==> src/rtl/dmem_arb_pkg.sv <==
// ============================================================================
//  Module      : dmem_arb_pkg
//  Description : Shared constants for the data-memory arbiter: FSM encoding,
//                default geometry and index-width helper.
//  Revision    : 1.0 - initial release
// ============================================================================
`default_nettype none

package dmem_arb_pkg;

  localparam int DEF_NUM_CORES = 4;
  localparam int DEF_ADDR_W    = 8;
  localparam int DEF_DATA_W    = 8;
  localparam int CORE_IDX_W    = $clog2(DEF_NUM_CORES);

  localparam logic [1:0] IDLE   = 2'd0;
  localparam logic [1:0] ACCESS = 2'd1;
  localparam logic [1:0] RESP   = 2'd2;

  function automatic int idx_width(input int n);
    return (n > 1) ? $clog2(n) : 1;
  endfunction

endpackage

`default_nettype wire

==> src/rtl/dmem_arbiter_rr_pick.sv <==
// ============================================================================
//  Module      : rr_pick
//  Description : Combinational round-robin selector: first set request bit at
//                or after ptr_i, wrapping from NUM_CORES-1 back to 0.
//  Revision    : 1.0 - initial release
// ============================================================================
`default_nettype none

module rr_pick
  import dmem_arb_pkg::*;
#(
  parameter int NUM_CORES = DEF_NUM_CORES,
  parameter int IDX_W     = idx_width(NUM_CORES)
) (
  input  logic [NUM_CORES-1:0] req_i,
  input  logic [IDX_W-1:0]     ptr_i,
  output logic                 found_o,
  output logic [IDX_W-1:0]     idx_o
);

  logic [IDX_W-1:0] cand;

  // Scan farthest-first so the nearest requester at/after ptr_i wins last.
  always_comb begin
    found_o = 1'b0;
    idx_o   = '0;
    cand    = '0;
    for (int k = NUM_CORES - 1; k >= 0; k--) begin
      cand = IDX_W'((int'(ptr_i) + k) % NUM_CORES);
      if (req_i[cand]) begin
        found_o = 1'b1;
        idx_o   = cand;
      end
    end
  end

endmodule

`default_nettype wire

==> src/rtl/dmem_arbiter.sv <==
// ============================================================================
//  Module      : dmem_arbiter
//  Description : Round-robin arbiter giving NUM_CORES cores 3-cycle access to
//                one synchronous data RAM. Optional macro DMEM_ARB_LOCK_EN
//                adds core_lock for atomic read-modify-write sequences.
//  Revision    : 1.0 - initial release
// ============================================================================
`default_nettype none

module dmem_arbiter
  import dmem_arb_pkg::*;
#(
  parameter int NUM_CORES = DEF_NUM_CORES,
  parameter int ADDR_W    = DEF_ADDR_W,
  parameter int DATA_W    = DEF_DATA_W
) (
  input  logic                        CLK,
  input  logic                        RSTn,
  input  logic [NUM_CORES-1:0]        core_req,
  input  logic [NUM_CORES-1:0]        core_we,
  input  logic [NUM_CORES*ADDR_W-1:0] core_addr,
  input  logic [NUM_CORES*DATA_W-1:0] core_wdata,
`ifdef DMEM_ARB_LOCK_EN
  input  logic [NUM_CORES-1:0]        core_lock,
`endif
  output logic [NUM_CORES-1:0]        core_ack,
  output logic [NUM_CORES*DATA_W-1:0] core_rdata,
  output logic [ADDR_W-1:0]           mem_addr,
  output logic [DATA_W-1:0]           mem_wdata,
  output logic                        mem_we,
  input  logic [DATA_W-1:0]           mem_rdata
);

  localparam int               IDX_W    = idx_width(NUM_CORES);
  localparam logic [IDX_W-1:0] LAST_IDX = IDX_W'(NUM_CORES - 1);

  logic [1:0]                  state_q, state_d;
  logic                        pick_found;
  logic [IDX_W-1:0]            pick_idx;
  logic                        grant_ok;
  logic [IDX_W-1:0]            winner_q;
  logic [IDX_W-1:0]            rr_ptr_q, rr_ptr_d;
  logic                        txn_we_q;
  logic                        mem_we_q;
  logic [ADDR_W-1:0]           mem_addr_q;
  logic [DATA_W-1:0]           mem_wdata_q;
  logic [NUM_CORES*DATA_W-1:0] core_rdata_q;

  rr_pick #(
    .NUM_CORES (NUM_CORES),
    .IDX_W     (IDX_W)
  ) u_rr_pick (
    .req_i   (core_req),
    .ptr_i   (rr_ptr_q),
    .found_o (pick_found),
    .idx_o   (pick_idx)
  );

`ifdef DMEM_ARB_LOCK_EN
  logic lock_hold_q;

  // While holding, the scan starts at the locked core, so any other pick means it is not requesting.
  assign grant_ok = pick_found && (!lock_hold_q || (pick_idx == rr_ptr_q));

  always_comb begin
    if (core_lock[winner_q]) begin
      rr_ptr_d = winner_q;
    end else begin
      rr_ptr_d = (winner_q == LAST_IDX) ? '0 : winner_q + IDX_W'(1);
    end
  end

  always_ff @(posedge CLK or negedge RSTn) begin
    if (!RSTn) begin
      lock_hold_q <= 1'b0;
    end else if (state_q == RESP) begin
      lock_hold_q <= core_lock[winner_q];
    end
  end
`else
  assign grant_ok = pick_found;

  always_comb begin
    rr_ptr_d = (winner_q == LAST_IDX) ? '0 : winner_q + IDX_W'(1);
  end
`endif

  always_ff @(posedge CLK or negedge RSTn) begin
    if (!RSTn) begin
      state_q <= IDLE;
    end else begin
      state_q <= state_d;
    end
  end

  always_comb begin
    state_d = state_q;
    case (state_q)
      IDLE:    if (grant_ok) state_d = ACCESS;
      ACCESS:  state_d = RESP;
      RESP:    state_d = IDLE;
      default: state_d = IDLE;
    endcase
  end

  always_comb begin
    core_ack = '0;
    if (state_q == RESP) begin
      core_ack[winner_q] = 1'b1;
    end
  end

  // Request fields are captured once at grant; later changes by the core are ignored.
  always_ff @(posedge CLK or negedge RSTn) begin
    if (!RSTn) begin
      winner_q     <= '0;
      rr_ptr_q     <= '0;
      txn_we_q     <= 1'b0;
      mem_we_q     <= 1'b0;
      mem_addr_q   <= '0;
      mem_wdata_q  <= '0;
      core_rdata_q <= '0;
    end else begin
      case (state_q)
        IDLE: begin
          if (grant_ok) begin
            winner_q    <= pick_idx;
            txn_we_q    <= core_we[pick_idx];
            mem_we_q    <= core_we[pick_idx];
            mem_addr_q  <= core_addr[pick_idx*ADDR_W +: ADDR_W];
            mem_wdata_q <= core_wdata[pick_idx*DATA_W +: DATA_W];
          end
        end
        ACCESS: begin
          mem_we_q <= 1'b0;
        end
        RESP: begin
          if (!txn_we_q) begin
            core_rdata_q[winner_q*DATA_W +: DATA_W] <= mem_rdata;
          end
          rr_ptr_q <= rr_ptr_d;
        end
        default: begin
          mem_we_q <= 1'b0;
        end
      endcase
    end
  end

  assign mem_we     = mem_we_q;
  assign mem_addr   = mem_addr_q;
  assign mem_wdata  = mem_wdata_q;
  assign core_rdata = core_rdata_q;

endmodule

`default_nettype wire

==> config.mk <==
export PLATFORM = sky130hd
export DESIGN_NAME = dmem_arbiter
export DESIGN_NICKNAME = d
export VERILOG_FILES = /design/src/rtl/dmem_arb_pkg.sv /design/src/rtl/dmem_arbiter_rr_pick.sv /design/src/rtl/dmem_arbiter.sv
export SDC_FILE = /design/constraint.sdc
export NUM_CORES = 1
export LEC_CHECK = 0
export BUFFER_PORTS_ARGS = -buffer_cell sky130_fd_sc_hd__buf_2
export CORE_MARGIN = 4
export CORE_UTILIZATION = 49
export CTS_CLUSTER_DIAMETER = 100
export DETAILED_ROUTE_END_ITERATION = 8
export PLACE_DENSITY = 0.95
export SLEW_MARGIN = 20
export SYNTH_ARGS = -nofsm -noshare
export SYNTH_HDL_FRONTEND = slang
export SYNTH_HIERARCHICAL = 1
export SYNTH_SLANG_ARGS = --single-unit
==> constraint.sdc <==
create_clock -name CLK -period 3.51 [get_ports CLK]
set_clock_uncertainty 0.05 [all_clocks]
set_input_delay 0.351 -clock CLK [delete_from_list [all_inputs] [get_ports CLK]]
set_output_delay 0.351 -clock CLK [all_outputs]
set_load 0.05 [all_outputs]
==> results of run 1 <==
==> kinds of logic (layout without fill, tap and decap cells) <==
logic type                 count (synthesis)  after routing  synth area share
adders and majority gates                  7              7           0.03211
DFF                                       56             56            0.5138
buffers and inverters                     16            147           0.02477
AOI/OAI and AO/OA                         53             53            0.1670
muxes                                     36             36            0.1376
and+or+nand+nor                           56             56            0.1248
==> flip-flops by register name, indices dropped and copies added (netlist names) <==
signal / count
state_q: 2
rr_ptr_q: 2
mem_we: 1
txn_we_q: 1
mem_wdata: 8
mem_addr: 8
winner_q: 2
core_rdata: 32
==> power groups by stage <==
stage	registers, mW	clock network, mW	logic, mW
floorplan	1.79	0	0.772
global placement	1.08	0	1.89
detailed placement	1.09	0	1.95
CTS	1.08	0.457	1.95
global route	1.11	0.480	2.07
finish	1.09	0.447	1.94
==> critical path, cell delays in order, from the launching register on <==
cell and delay, ps:
dfrtp_1 510, inv_1 210, ha_1 430, nand4bb_1 510, nor4_4 650, a22o_1 220
==> area by class of cell <==
cell class,count,area (µm²)
Clock buffer,7,96.34
Clock inverter,1,30.03
Fill cell,381,1658
Inverter,3,12.51
Multi-Input combinational cell,152,1266
Sequential cell,56,1401
Tap cell,70,87.58
Timing Repair Buffer,136,685.7
==> how the worst max path moves through the flow <==
stage                     cells after the start        start             to  slack, ps
after floorplan                               7  rr_ptr_q[1]    mem_addr[0]       1530
after global placement                        5  winner_q[0]  core_rdata[1]       1050
after detailed placement                      5  winner_q[0]  core_rdata[0]        940
after CTS                                     5  winner_q[0]  core_rdata[0]        920
after global routing                          5  winner_q[0]  core_rdata[0]        690
final                                         5  winner_q[0]  core_rdata[0]        880
==> routing by layer <==
layer,track usage,vias to the layer above
met4,0.08333,0
met3,0.04555,18
met1,0.2849,1164
li1,-,1106
met5,0,-
met2,0.3694,106
==> stage by stage <==
step / cell area (µm²) / utilization
after floorplan: 2728 / -
after global placement: 3453 / 0.6593
after detailed placement: 3453 / 0.6593
after CTS: 3580 / 0.6835
after global routing: 3580 / 0.6835
final: 3580 / 0.6835
==> synth_stat cells, types with 2 or more instances <==
library cell | count | share of area
dfrtp_1 | 56 | 0.51
mux2i_1 | 33 | 0.12
a22o_1 | 32 | 0.10
nand2_1 | 25 | 0.034
o221ai_1 | 16 | 0.051
clkbuf_1 | 7 | 0.0096
ha_1 | 7 | 0.032
buf_2 | 5 | 0.0092
nand2b_1 | 5 | 0.011
nor2_1 | 5 | 0.0069
and2_1 | 4 | 0.0092
nand4bb_1 | 4 | 0.017
inv_1 | 2 | 0.0028
mux2_2 | 2 | 0.0083
nor2b_1 | 2 | 0.0046
nor3_1 | 2 | 0.0037
nor4_2 | 2 | 0.0092
nor4_4 | 2 | 0.016
o21ai_0 | 2 | 0.0037
==> results_dict.tcl, run 1 <==
set metrics [dict create \
    htree_levels 2 \
    crit_type "flop to flop" \
    clk_path_buf_depth 2 \
    wl_met3_um 459 \
    vias 2394 \
    syn-num-nets 313 \
    synthFlopType "dfrtp_1" \
    crit_path_start_kind "flop" \
    grt_pass1_wl_um 11480 \
    die_w_um 82.61 \
    layoutNonFillerInstCount 425 \
    cts_num_sinks 56 \
    synth.distinct_cells 30 \
    dpl_worst_slack_ps 943.7 \
    top_layer_used "met4" \
    r2r_setup_slack_ps 880 \
    ir_worst_vdd_mv 0.5455 \
    core-area_um2 5238 \
    required_ps 3700 \
    ys_ff_latch 56 \
    cts_resized 0 \
    critPathArrivalTime_ps 2820 \
    synth_cells 224 \
    fmax_mhz 379.9 \
    syn_area_um2 2728 \
    grt-ovfl-total 0 \
    firstDrtPassIters 4 \
    r2r_start "winner_q[0]" \
    drv_cap 0 \
    post_cts_buffers 0 \
    drt_iter0_markers 137 \
    cts_root_buf "clkbuf_8" \
    diodes 0 \
    cts_tree "built" \
    synth_edf_count 0 \
    drc 0 \
    nets 443 \
    final_common_cell "buf_2" \
    start_util 0.5208 \
    area_growth_pct 31.24 \
    ys_seq_area_frac 0.5138 \
    grt_usage 0.2217 \
    worst_pin_slew_ps 792.4 \
    p_leak_nw 1.927 \
    worstSetupEndpointType "flop" \
    fin_ws_ps 877.7 \
    layout_common_cells "134 x buf_2, 56 x dfrtp_1, 33 x mux2i_1" \
    period_needed_ps 2632 \
    avgViaCountPerCell 5.633 \
    die_area_um2 6824 \
    ioPinCount 135 \
    rr_worst_depth 5 \
    clkLatencyLatePin_ps 300 \
    seq_power_share 0.312 \
    finalHoldViolCount 0 \
    holdBufCountCts 0 \
    drive_gt1_frac 0.4366 \
    dpl.cell_count 417 \
    numCtsBuffers 5 \
    power.switching_fraction 0.5044 \
    syn_area_per_cell_um2 12.18 \
    die_y_um 82.61 \
    rsz0062_at_grt "false" \
    reg2reg_to "core_rdata[0]" \
    grt_pass1_vias 2395 \
    finalSetupViolations 0 \
    gp_congestion 0.7927 \
    fin_worst_hold_slack_ps 72.81 \
    postRouteAntennaNets 0 \
    status "completed" \
    ys_warn_count 6 \
    p_sw_mw 1.754 \
    hold_class "input pin to async pin" \
    placement_rows 26 \
    drt-total-wl_um 7447 \
    slew_violations 0 \
    internal-power_mw 1.723 \
    dp_hpwl_um 5743 \
    slew_headroom 0.4717 \
    met1Wirelength_um 2956 \
    clk_pin_slew_ps 90 \
    power_density_nw_per_um2 971.2 \
    finalSetupTns_ps 0 \
    post_drt_wl_per_cell_um 17.52 \
    dr_wl_met2_um 3867 \
    clock_power_share 0.129 \
    async_flop_share 1.000 \
    power_mw 3.477 \
    crit_fanout 9 \
    antenna_found_initial 0 \
    min_period_over_period 0.7499 \
    grt_max_degree 37 \
    pwr-share-comb 0.559 \
    portBuffers 134 \
]
No activity file was read; power rests on OpenSTA's default activity.
==> inputs of run 2 (changes only) <==
Settings changed: CORE_UTILIZATION 49 to 41, PLACE_DENSITY 0.95 to 0.88.
Clock period 3.51 ns to 2.3 ns, I/O delays scaled along.
==> run 2 against run 1 <==
First-iteration DRC count shrank 73%; register-to-register slack lost 750 ps; hold slack gained 63 ps; sequential share of layout area shrank 0.76 points; clock power grew 24%; sequential cell count is the same; utilization shrank 11 points; power grew 52%; critical path type unchanged; highest routed layer unchanged.
==> results_dict.tcl, run 2 (synthesis results as in run 1) <==
set metrics [dict create \
    status "completed" \
    required_ps 2430 \
    drt-total-wl_um 7431 \
    slew_violations 0 \
    hp-start "mem_rdata[3]" \
    layout_common_cells "134 x buf_2, 56 x dfrtp_1, 33 x mux2i_1" \
    slew_headroom 0.4270 \
    start_util 0.4247 \
    grt_pass1_wl_um 11580 \
    dp_hpwl_um 5800 \
    final_common_cell "buf_2" \
    fillers 551 \
    placement_rows 29 \
    finalSetupViolations 0 \
    cts_tree "built" \
    antenna_found_initial 0 \
    grt_max_degree 31 \
    layoutNonFillerInstCount 442 \
    fmax_mhz 460.8 \
    area_growth_pct 33.85 \
    largest_reg_flops 32 \
    nets 453 \
    regArea_um2 1401 \
    power_density_nw_per_um2 1443 \
    avgViaCountPerCell 5.570 \
    die_area_um2 8022 \
    vias 2462 \
    grt_pass1_vias 2415 \
    crit_path_start_kind "flop" \
    reg2reg_to "mem_addr[5]" \
    finalSetupTns_ps 0 \
    post_drt_wl_per_cell_um 16.81 \
    htree_levels 2 \
    ir_worst_vdd_mv 1.130 \
    period_needed_ps 2170 \
    drt_iter0_markers 37 \
    drive_gt1_frac 0.4521 \
    crit_type "flop to flop" \
    worst_pin_slew_ps 858.5 \
    finalHoldViolCount 0 \
    postRouteAntennaNets 0 \
    fin_ws_ps 130.1 \
    cts_num_sinks 56 \
    drv_cap 0 \
    grt-ovfl-total 0 \
    die_y_um 89.57 \
    crit_fanout 13 \
    cts_root_buf "clkbuf_8" \
    clk_path_buf_depth 2 \
    gp_congestion 0.8010 \
    critPathArrivalTime_ps 2300 \
    core-area_um2 6422 \
    worstSetupEndpointType "flop" \
    grt_usage 0.1874 \
    worstSetupEndpoint "mem_addr[5]" \
    clk_pin_slew_ps 100 \
    dpl.cell_count 432 \
    portBuffers 134 \
    firstDrtPassIters 4 \
    rr_worst_depth 5 \
    startpoint "rr_ptr_q[0]" \
    numCtsBuffers 5 \
    ioPinCount 135 \
    drc 0 \
    finish.utilization 0.5685 \
    rsz0062_at_grt "false" \
    post_cts_buffers 0 \
    clkLatencyLatePin_ps 310 \
    r2r_start "rr_ptr_q[0]" \
    multi_input_area_um2 1286 \
    p_leak_nw 1.951 \
    die_w_um 89.57 \
    min_period_over_period 0.9435 \
    hold_class "input pin to flop" \
    r2r_setup_slack_ps 130 \
    dpl_worst_slack_ps -63.79 \
    diodes 0 \
]
## run 2: worst min path at each step
stage | to | cells past startpoint
after floorplan | core_rdata[0] | 0
after global placement | core_rdata[1] | 1
after detailed placement | core_rdata[5] | 1
after CTS | core_rdata[7] | 2
after global routing | core_rdata[7] | 2
final | core_rdata[11] | 2
## run 2: power by group
| group | internal, mW | total [mW] | switching, mW |
|---|---|---|---|
| sequential | 1.37 | 1.65 | 0.286 |
| combinational | 0.938 | 3.06 | 2.12 |
| clock | 0.222 | 0.556 | 0.334 |
| total | 2.53 | 5.27 | 2.74 |
## run 2: cell type report
| cell class | count | area share |
|---|---|---|
| Timing Repair Buffer | 145 | 0.2080 |
| Sequential cell | 56 | 0.3838 |
| Inverter | 3 | 0.003427 |
| Clock inverter | 3 | 0.007197 |
| Multi-Input combinational cell | 153 | 0.3523 |
| Tap cell | 77 | 0.02639 |
| Clock buffer | 5 | 0.01885 |
## run 2: layer usage
metal  routed length (µm)  share of wire  up-vias  track usage
met5                    0              0        -            0
met4                  157          0.021        0      0.06495
met3                  654          0.088       15      0.04608
met2                 3683           0.50      136       0.3311
met1                 2935           0.39     1183       0.2203
li1                     -              -     1128            -
## run 2: stage by stage
step	hold slack (ps)	area [µm²]	power [mW]
global route	120.3	3651	5.578
floorplan	-115.6	2728	3.910
global placement	233.6	3522	4.615
detailed placement	240.9	3522	4.698
CTS	122.6	3633	5.283
finish	136.2	3651	5.270
## run 2: what timing repair did
item | in CTS | in global routing
hold endpoints to repair | 28 | 0
hold buffers | 1 | 0
setup endpoints to repair | 4 | 9
resized for setup | 0 | 3
cloned | 1 | 0
pin swaps | 1 | 1
## run 2: critical path, cell delays in order (launching register included)
cell	delay, ps
dfrtp_1	420
nor3b_1	300
a211oi_2	140
nor2_2	700
mux2i_1	300
o221ai_1	130
==> inputs of run 3 (changes only) <==
Settings changed: REMOVE_ABC_BUFFERS from default to 1.
==> run 3 against run 2 <==
Worst setup slack improved by 150 ps; via count down 4.4%; clock power up 0.7%; die area is the same; hold slack worse by 1.2 ps; routed wire length fell by 2.2%; largest power group unchanged; count of clock-buffer cells in the layout unchanged; non-clock buffer count unchanged; first-iteration DRC count is 140% higher.
==> results_dict.tcl, run 3 (synthesis results as in run 1) <==
set metrics [dict create \
    finalSetupTns_ps 0 \
    cts_resized 0 \
    diodes 0 \
    worstSetupEndpointType "flop" \
    drt_iter0_markers 89 \
    cts_root_buf "clkbuf_8" \
    ioPinCount 135 \
    worstPathCellList "inv_1 -> ha_1 -> nand4bb_1 -> nor4_4 -> a22o_1" \
    cts_num_sinks 56 \
    portBuffers 134 \
    final_area_um2 3651 \
    crit_type "flop to flop" \
    min_period_over_period 0.8767 \
    die_w_um 89.57 \
    crit_fanout 8 \
    drive_gt1_frac 0.4478 \
    clk_path_buf_depth 2 \
    slowest_stage "nor4_4" \
    critPathArrivalTime_ps 2210 \
    numCtsBuffers 5 \
    grt_max_degree 55 \
    fmax_mhz 495.9 \
    placement_rows 29 \
    post_drt_wl_per_cell_um 16.48 \
    crit_buf_inv 1 \
    internal-power_mw 2.525 \
    antenna_found_initial 0 \
    seq_power_share 0.311 \
    required_ps 2490 \
    grt_usage 0.1746 \
    power_mw 5.216 \
    finalSetupViolations 0 \
    die_area_um2 8022 \
    start_util 0.4247 \
    core-area_um2 6422 \
    firstDrtPassIters 4 \
    p_leak_nw 1.958 \
    max_stage_delay_ps 490 \
    avgViaCountPerCell 5.336 \
    p_sw_mw 2.691 \
    vias 2353 \
    drc 0 \
    rsz0062_at_grt "false" \
    area_growth_pct 33.85 \
    slew_headroom 0.6127 \
    dpl_cell_area_um2 3547 \
    grt_pass1_wl_um 10960 \
    hold_class "input pin to flop" \
    dp_hpwl_um 5607 \
    die_y_um 89.57 \
    gp_congestion 0.7689 \
    power_density_nw_per_um2 1429 \
    crit_path_start_kind "flop" \
    cts_tree "built" \
    period_needed_ps 2016 \
    clkLatencyLatePin_ps 310 \
    final_common_cell "buf_2" \
    postRouteAntennaNets 0 \
    grt-ovfl-total 0 \
    ir_worst_vdd_mv 0.6326 \
    clk_pin_slew_ps 110 \
    grt_pass1_vias 2302 \
    pwr-share-comb 0.581 \
    status "completed" \
    clock_power_share 0.107 \
    finalHoldViolCount 0 \
    path_delay_family "simple AND/OR/NAND/NOR gates" \
    layout_common_cells "134 x buf_2, 56 x dfrtp_1, 33 x mux2i_1" \
    worst_pin_slew_ps 576.7 \
    finish.utilization 0.5685 \
    drt-total-wl_um 7269 \
    htree_levels 2 \
    nets 452 \
    fin_worst_hold_slack_ps 135.0 \
    largest_reg_flops 32 \
    drv_cap 0 \
    power.switching_fraction 0.5159 \
    slew_violations 0 \
]
-- run 3: cell count changes in the layout (fill, tap and decap cells not counted), sizes merged --
cell,previous run,this run
clkinvlp,2,1
inv,3,4
nor2,6,5
-- run 3: final timing paths --
| check | start | endpoint | slack (ps) | depth (start not counted) |
|---|---|---|---|---|
| max | winner_q[1] | core_rdata[0] | 280 | 5 |
| min | mem_rdata[7] | core_rdata[23] | 140 | 2 |
| max reg2reg | winner_q[1] | core_rdata[0] | 280 | 5 |
| min reg2reg | mem_addr[7] | mem_addr[7] | 440 | 2 |
| max in group asynchronous | RSTn | core_rdata[0] | 1500 | 3 |
| min in group asynchronous | RSTn | core_rdata[2] | 190 | 2 |
-- run 3: cell type report --
| type | count | area (µm²) |
|---|---|---|
| repair buffers | 145 | 780.7 |
| clock buffers | 5 | 68.82 |
| clock inverters | 3 | 25.02 |
| well taps | 77 | 96.34 |
| multi-input cells | 152 | 1266 |
| flip-flops and latches | 56 | 1401 |
| fillers | 549 | 2771 |
| inverters | 3 | 12.51 |
-- run 3: power groups by stage --
stage | logic (mW) | clock network (mW) | registers [mW]
floorplan | 1.16 | 0 | 2.73
global placement | 2.99 | 0 | 1.62
detailed placement | 3.05 | 0 | 1.64
CTS | 3.05 | 0.585 | 1.62
global route | 3.22 | 0.626 | 1.67
finish | 3.03 | 0.560 | 1.62
-- run 3: per-layer routing --
layer | share of wire | global-route usage | wire length (µm)
met5 | 0 | 0 | 0
met4 | 0.0050 | 0.03518 | 36
met3 | 0.074 | 0.04885 | 541
met2 | 0.53 | 0.3045 | 3823
met1 | 0.39 | 0.2158 | 2869
-- run 3: repair_timing --
action / 4_1_cts / 5_1_grt
setup buffers: 0 / 0
endpoints found under the hold margin: 56 / 0
hold buffers: 1 / 0
endpoints found under the setup margin: 0 / 0
-- run 3: through the flow --
step / instances / setup WS [ps]
final: 441 / 283.6
after global routing: 441 / 100.8
after CTS: 441 / 256.0
after detailed placement: 432 / 279.5
after global placement: 432 / 433.9
after floorplan: 211 / -1115
